**src/rtl/io_mem_bridge.sv**
```systemverilog
// rtl/io_mem_bridge.sv - byte-stream LOAD/DUMP master for the RAM IO port
module io_mem_bridge #(
  parameter int DATA_WIDTH    = 32,
  parameter int ADDRESS_WIDTH = 14
) (
  input  logic                     clk,
  input  logic                     reset,
  input  logic                     start_load,
  input  logic                     start_dump,
  input  logic                     abort,
  input  logic [ADDRESS_WIDTH-1:0] base_addr,
  input  logic [ADDRESS_WIDTH:0]   word_count,
  input  logic                     rx_valid,
  input  logic [7:0]               rx_data,
  output logic                     rx_ready,
  output logic                     tx_valid,
  output logic [7:0]               tx_data,
  input  logic                     tx_ready,
  output logic                     wEn_io,
  output logic [ADDRESS_WIDTH-1:0] addr_io,
  output logic [DATA_WIDTH-1:0]    dataIn_io,
  input  logic [DATA_WIDTH-1:0]    dataOut_io,
  output logic                     busy,
  output logic                     done
);

  typedef enum logic [2:0] {
    S_IDLE, S_LD_BYTE, S_LD_WRITE, S_DP_REQ, S_DP_CAP, S_DP_SEND, S_DONE
  } state_t;

  state_t                   state_q, state_d;
  logic [ADDRESS_WIDTH-1:0] base_q, base_d;
  logic [ADDRESS_WIDTH:0]   count_q, count_d;
  logic [ADDRESS_WIDTH:0]   word_idx_q, word_idx_d;
  logic [1:0]               byte_idx_q, byte_idx_d;
  logic [23:0]              asm_q, asm_d;
  logic [DATA_WIDTH-1:0]    wdata_q, wdata_d;
  logic [DATA_WIDTH-1:0]    tx_word_q, tx_word_d;
  logic [ADDRESS_WIDTH:0]   word_inc;
  logic                     last_word;
  logic                     aborting;

  assign word_inc  = word_idx_q + 1'b1;
  assign last_word = (word_inc == count_q);
  assign aborting  = abort && (state_q != S_IDLE);

  assign busy      = (state_q != S_IDLE);
  assign addr_io   = base_q + word_idx_q[ADDRESS_WIDTH-1:0];
  assign dataIn_io = wdata_q;

  always_comb begin
    case (byte_idx_q)
      2'd0:    tx_data = tx_word_q[7:0];
      2'd1:    tx_data = tx_word_q[15:8];
      2'd2:    tx_data = tx_word_q[23:16];
      default: tx_data = tx_word_q[31:24];
    endcase
  end

  always_comb begin
    state_d    = state_q;
    base_d     = base_q;
    count_d    = count_q;
    word_idx_d = word_idx_q;
    byte_idx_d = byte_idx_q;
    asm_d      = asm_q;
    wdata_d    = wdata_q;
    tx_word_d  = tx_word_q;
    rx_ready   = 1'b0;
    tx_valid   = 1'b0;
    wEn_io     = 1'b0;
    done       = 1'b0;

    case (state_q)
      S_IDLE: begin
        if (start_load || start_dump) begin
          base_d     = base_addr;
          count_d    = word_count;
          word_idx_d = '0;
          byte_idx_d = '0;
          if (word_count == '0)  state_d = S_DONE;
          else if (start_load)   state_d = S_LD_BYTE;
          else                   state_d = S_DP_REQ;
        end
      end
      S_LD_BYTE: begin
        rx_ready = !abort;
        if (rx_valid) begin
          // The 4th byte goes straight into the write register so it is ready for LD_WRITE
          if (byte_idx_q == 2'd3) begin
            wdata_d    = {rx_data, asm_q};
            byte_idx_d = '0;
            state_d    = S_LD_WRITE;
          end else begin
            case (byte_idx_q)
              2'd0:    asm_d[7:0]   = rx_data;
              2'd1:    asm_d[15:8]  = rx_data;
              default: asm_d[23:16] = rx_data;
            endcase
            byte_idx_d = byte_idx_q + 1'b1;
          end
        end
      end
      S_LD_WRITE: begin
        wEn_io     = !abort;
        word_idx_d = word_inc;
        state_d    = last_word ? S_DONE : S_LD_BYTE;
      end
      S_DP_REQ: state_d = S_DP_CAP;
      S_DP_CAP: begin
        tx_word_d = dataOut_io;
        state_d   = S_DP_SEND;
      end
      S_DP_SEND: begin
        tx_valid = !abort;
        if (tx_ready) begin
          if (byte_idx_q == 2'd3) begin
            byte_idx_d = '0;
            word_idx_d = word_inc;
            state_d    = last_word ? S_DONE : S_DP_REQ;
          end else begin
            byte_idx_d = byte_idx_q + 1'b1;
          end
        end
      end
      S_DONE: begin
        done    = 1'b1;
        state_d = S_IDLE;
      end
      default: state_d = S_IDLE;
    endcase

    // Abort wins over any same-cycle handshake: counters and write data are left untouched
    if (aborting) begin
      state_d    = S_IDLE;
      word_idx_d = word_idx_q;
      byte_idx_d = byte_idx_q;
      asm_d      = asm_q;
      wdata_d    = wdata_q;
    end
  end

  always_ff @(posedge clk) begin
    if (reset) begin
      state_q    <= S_IDLE;
      base_q     <= '0;
      count_q    <= '0;
      word_idx_q <= '0;
      byte_idx_q <= '0;
      asm_q      <= '0;
      wdata_q    <= '0;
      tx_word_q  <= '0;
    end else begin
      state_q    <= state_d;
      base_q     <= base_d;
      count_q    <= count_d;
      word_idx_q <= word_idx_d;
      byte_idx_q <= byte_idx_d;
      asm_q      <= asm_d;
      wdata_q    <= wdata_d;
      tx_word_q  <= tx_word_d;
    end
  end

endmodule

```
**config.mk**
```make
export PLATFORM = sky130hd
export DESIGN_NAME = io_mem_bridge
export DESIGN_NICKNAME = d
export VERILOG_FILES = /design/src/rtl/io_mem_bridge.sv
export SDC_FILE = /design/constraint.sdc
export NUM_CORES = 1
export LEC_CHECK = 0
export BUFFER_PORTS_ARGS = -buffer_cell sky130_fd_sc_hd__buf_4
export CORE_UTILIZATION = 50
export CTS_BUF_LIST = sky130_fd_sc_hd__clkbuf_8
export CTS_CLUSTER_DIAMETER = 30
export DETAILED_ROUTE_END_ITERATION = 8
export GPL_TIMING_DRIVEN = 0
export PLACE_DENSITY_LB_ADDON = 0.05
export REMOVE_ABC_BUFFERS = 1
export SLEW_MARGIN = 10
export SYNTH_ARGS = -nofsm -noshare
export SYNTH_HDL_FRONTEND = slang
export SYNTH_SLANG_ARGS = --single-unit
```
**constraint.sdc**
```tcl
create_clock -name clk -period 3.5 [get_ports clk]
set_clock_uncertainty 0.1 [all_clocks]
set_input_delay 0.35 -clock clk [delete_from_list [all_inputs] [get_ports clk]]
set_output_delay 0.35 -clock clk [all_outputs]
set_load 0.02 [all_outputs]
```
==> results_dict.tcl <==
set metrics [dict create \
    outcome "completed" \
    fillers 1190 \
    setup-tns-final_ns 0 \
    min_from "dataOut_io[20]" \
    rsz0062_at_grt "no" \
    area_delta_synth_final_pct 22.78 \
    synth_area_per_cell_um2 7.653 \
    mux_contribution_to_synthesized_area_pct 1.235 \
    min_path_cells 3 \
    drt_first_iter_violations 434 \
    start_util_pct 51.37 \
    timing.critical_path.to_type "output port" \
    clock_transition_at_the_registers_of_the_reported_paths_ns 0.08 \
    ff2ff_setup_slack_ns 0.58 \
    hp-class "in -> reg" \
    timing.final.ws_setup_ns 0.2141 \
    r2r-end "word_idx_q[13]" \
    num_rows 41 \
    synth.top_cells.by_area "dfxtp_1 42%, nand2_1 13%, a21oi_1 12%" \
    layout_worst_path_cycle_share_pct 93.88 \
    synth_edf_count 0 \
    pin_count_of_the_biggest_net_entering_global_routing 139 \
    cp.required_ns 3.05 \
    crit_fanout 7 \
    wl_per_cell_um 13.87 \
    numClockSinks 137 \
    synth-main-ff-cell "dfxtp_1" \
    leakagePower_uw 0.003047 \
    sequential_area_share_after_synthesis_pct 42.31 \
    worstSkewPairLatency_ns 0.44 \
    most-common-layout-cells "229 x nand2_1, 151 x a21oi_1, 135 x buf_4" \
    area_of_the_die_mm2 0.01342 \
    worst_case_vdd_ir_drop_mv 0.4860 \
    via_per_inst 5.369 \
    synth_xor_xnor_area_share_pct 4.594 \
    synth_top_family_by_area "simple AND/OR/NAND/NOR gates" \
    pin_slew_with_the_least_headroom_to_its_limit_ns 1.151 \
    seqCellArea_mm2 0.002746 \
    drt_pre_antenna_iters 5 \
    clock_path_buffers 2 \
    gp_routability_congestion 0.8547 \
    min_delay_worst_endpoint "tx_word_q[20]" \
    dp_worst_setup_slack_ns 0.2246 \
    die-width_um 115.9 \
    mapped_cells 847 \
    global_route_total_usage_across_every_layer_pct 24.04 \
    totalWireLength_mm 15.70 \
    antenna_cells_inserted 0 \
    antenna_found_initial 0 \
    startpoint_type "register" \
    power_density_mw_per_mm2 559.3 \
    clock_tree.root_cell "clkbuf_8" \
    die_h_um 115.9 \
    post_synth_num_cell_types 56 \
    grt-ovfl-total 0 \
    min_period_ns 3.286 \
    via_count_of_the_first_global_routing_pass 5405 \
    synth_compound_area_share_pct 18.59 \
    synthDominantCellAreaShare_pct 42.31 \
    worst_slew_margin_rel_pct 23.27 \
    synth-async-reset-ratio_pct 0 \
    design_area_mm2 0.007959 \
    io_buffer_count 134 \
    total_number_of_h_tree_levels 4 \
    synth_area_leader_cell "dfxtp_1" \
    fraction_of_the_mapped_netlist_area_in_adder_cells_pct 3.976 \
    ant_nets 0 \
    layout-drive-gt1-share_pct 19.27 \
    detailed_place_hpwl_mm 10.81 \
    cts_inserted_buffers 17 \
    drc 0 \
    multi_input_comb_area_mm2 0.003437 \
    timing.fmax_mhz 304.3 \
    global_route_wire_length_before_repair_mm 25.38 \
    max-cap-violations 0 \
    num_vias 6078 \
    tritoncts "built" \
    hold_viol_final 0 \
    yosys.area_share.simple_pct 24.47 \
    ios 135 \
    total_of_flip_flops_plus_latches_after_synthesis 137 \
    reg2regPathDepth 7 \
    drv_slew 0 \
    core_area_mm2 0.01262 \
    worst-endpoint-arrival_ns 2.84 \
    setup_violations 0 \
    yosysWarnings 0 \
    post_dp_cell_area_mm2 0.007500 \
    setup.worst_path.class "reg -> out" \
    synth.cell_area_mm2 0.006482 \
    layout.nets 1043 \
    leading_cell_type_in_the_layout_fill_and_taps_excluded "nand2_1" \
    critical_path.reg2reg.startpoint "byte_idx_q[1]" \
]
area by class of cell:
type	count	area share, %
sequential	137	34.51
multi-input combinational	636	43.19
inverter	18	0.8489
clock inverter	13	2.405
timing repair buffer	137	13.06
clock buffer	19	3.286
tap	172	2.704
stage by stage:
stage                     hold WS [ns]  cells  total power, µW  util (%)
after floorplan                 0.3191    791             2594         -
after global placement          0.3391   1097             2982     59.10
after detailed placement        0.3466   1100             3042     59.43
after CTS                      0.01707   1132             4491     63.02
after global routing           0.01982   1132             4709     63.07
final                          0.04780   1132             4451     63.07
flip-flops by register name, indices dropped and copies added, names as in the netlist:
name	cells
word_idx_q	15
tx_word_q	32
byte_idx_q	2
base_q	14
count_q	15
asm_q	24
state_q	3
dataIn_io	32
what timing repair did:
item                       4_1_cts  5_1_grt
buffers inserted                 0        0
hold endpoints to repair         0        0
gates resized for setup          0        4
hold buffers                     0        0
setup endpoints to repair        0        4
where the power goes:
group          total (µW)  internal (µW)  switching (µW)
combinational        1170            457             715
sequential           1830           1700             133
clock                1450            822             624
Yosys cell counts (10+ instances only):
| master | number |
|---|---|
| nand2_1 | 229 |
| a21oi_1 | 151 |
| dfxtp_1 | 137 |
| clkbuf_1 | 37 |
| nand3_1 | 34 |
| o21ai_0 | 30 |
| nor2_1 | 28 |
| xnor2_1 | 24 |
| ha_1 | 19 |
| inv_1 | 18 |
| buf_2 | 13 |
| nor3_1 | 11 |
| or3_1 | 10 |
| xor2_1 | 10 |
worst max path at each step:
stage,from,end,slack [ns],cells after the start
floorplan,state_q[2],tx_word_q[0],0.76,4
global placement,state_q[2],tx_word_q[2],-0.19,4
detailed placement,state_q[0],asm_q[0],0.22,6
CTS,word_idx_q[1],addr_io[13],0.08,8
global route,word_idx_q[3],addr_io[13],0.08,8
finish,word_idx_q[1],addr_io[13],0.21,8
layer usage:
layer | GRT usage, % | vias to the layer above | share of wire, %
li1 | - | 3085 | -
met1 | 32.70 | 2827 | 48
met2 | 37.86 | 153 | 46
met3 | 5.126 | 13 | 4.9
met4 | 7.949 | 0 | 1.0
met5 | 0 | - | 0
kinds of logic after synthesis:
family | Yosys count
xor+xnor | 34
simple gates | 360
mux | 8
compound gates | 214
fa+ha+maj | 20
buf+inv | 74
flops | 137
critical path: stages, from the launching register on:
cell      delay [ns]
dfxtp_2         0.42
ha_1            0.27
a211oi_1        0.25
nor2_1          0.12
o41a_1          0.37
a32o_1          0.28
o41a_1          0.32
xnor2_1         0.19
buf_4           0.18
No activity file was read; power rests on OpenSTA's default activity.
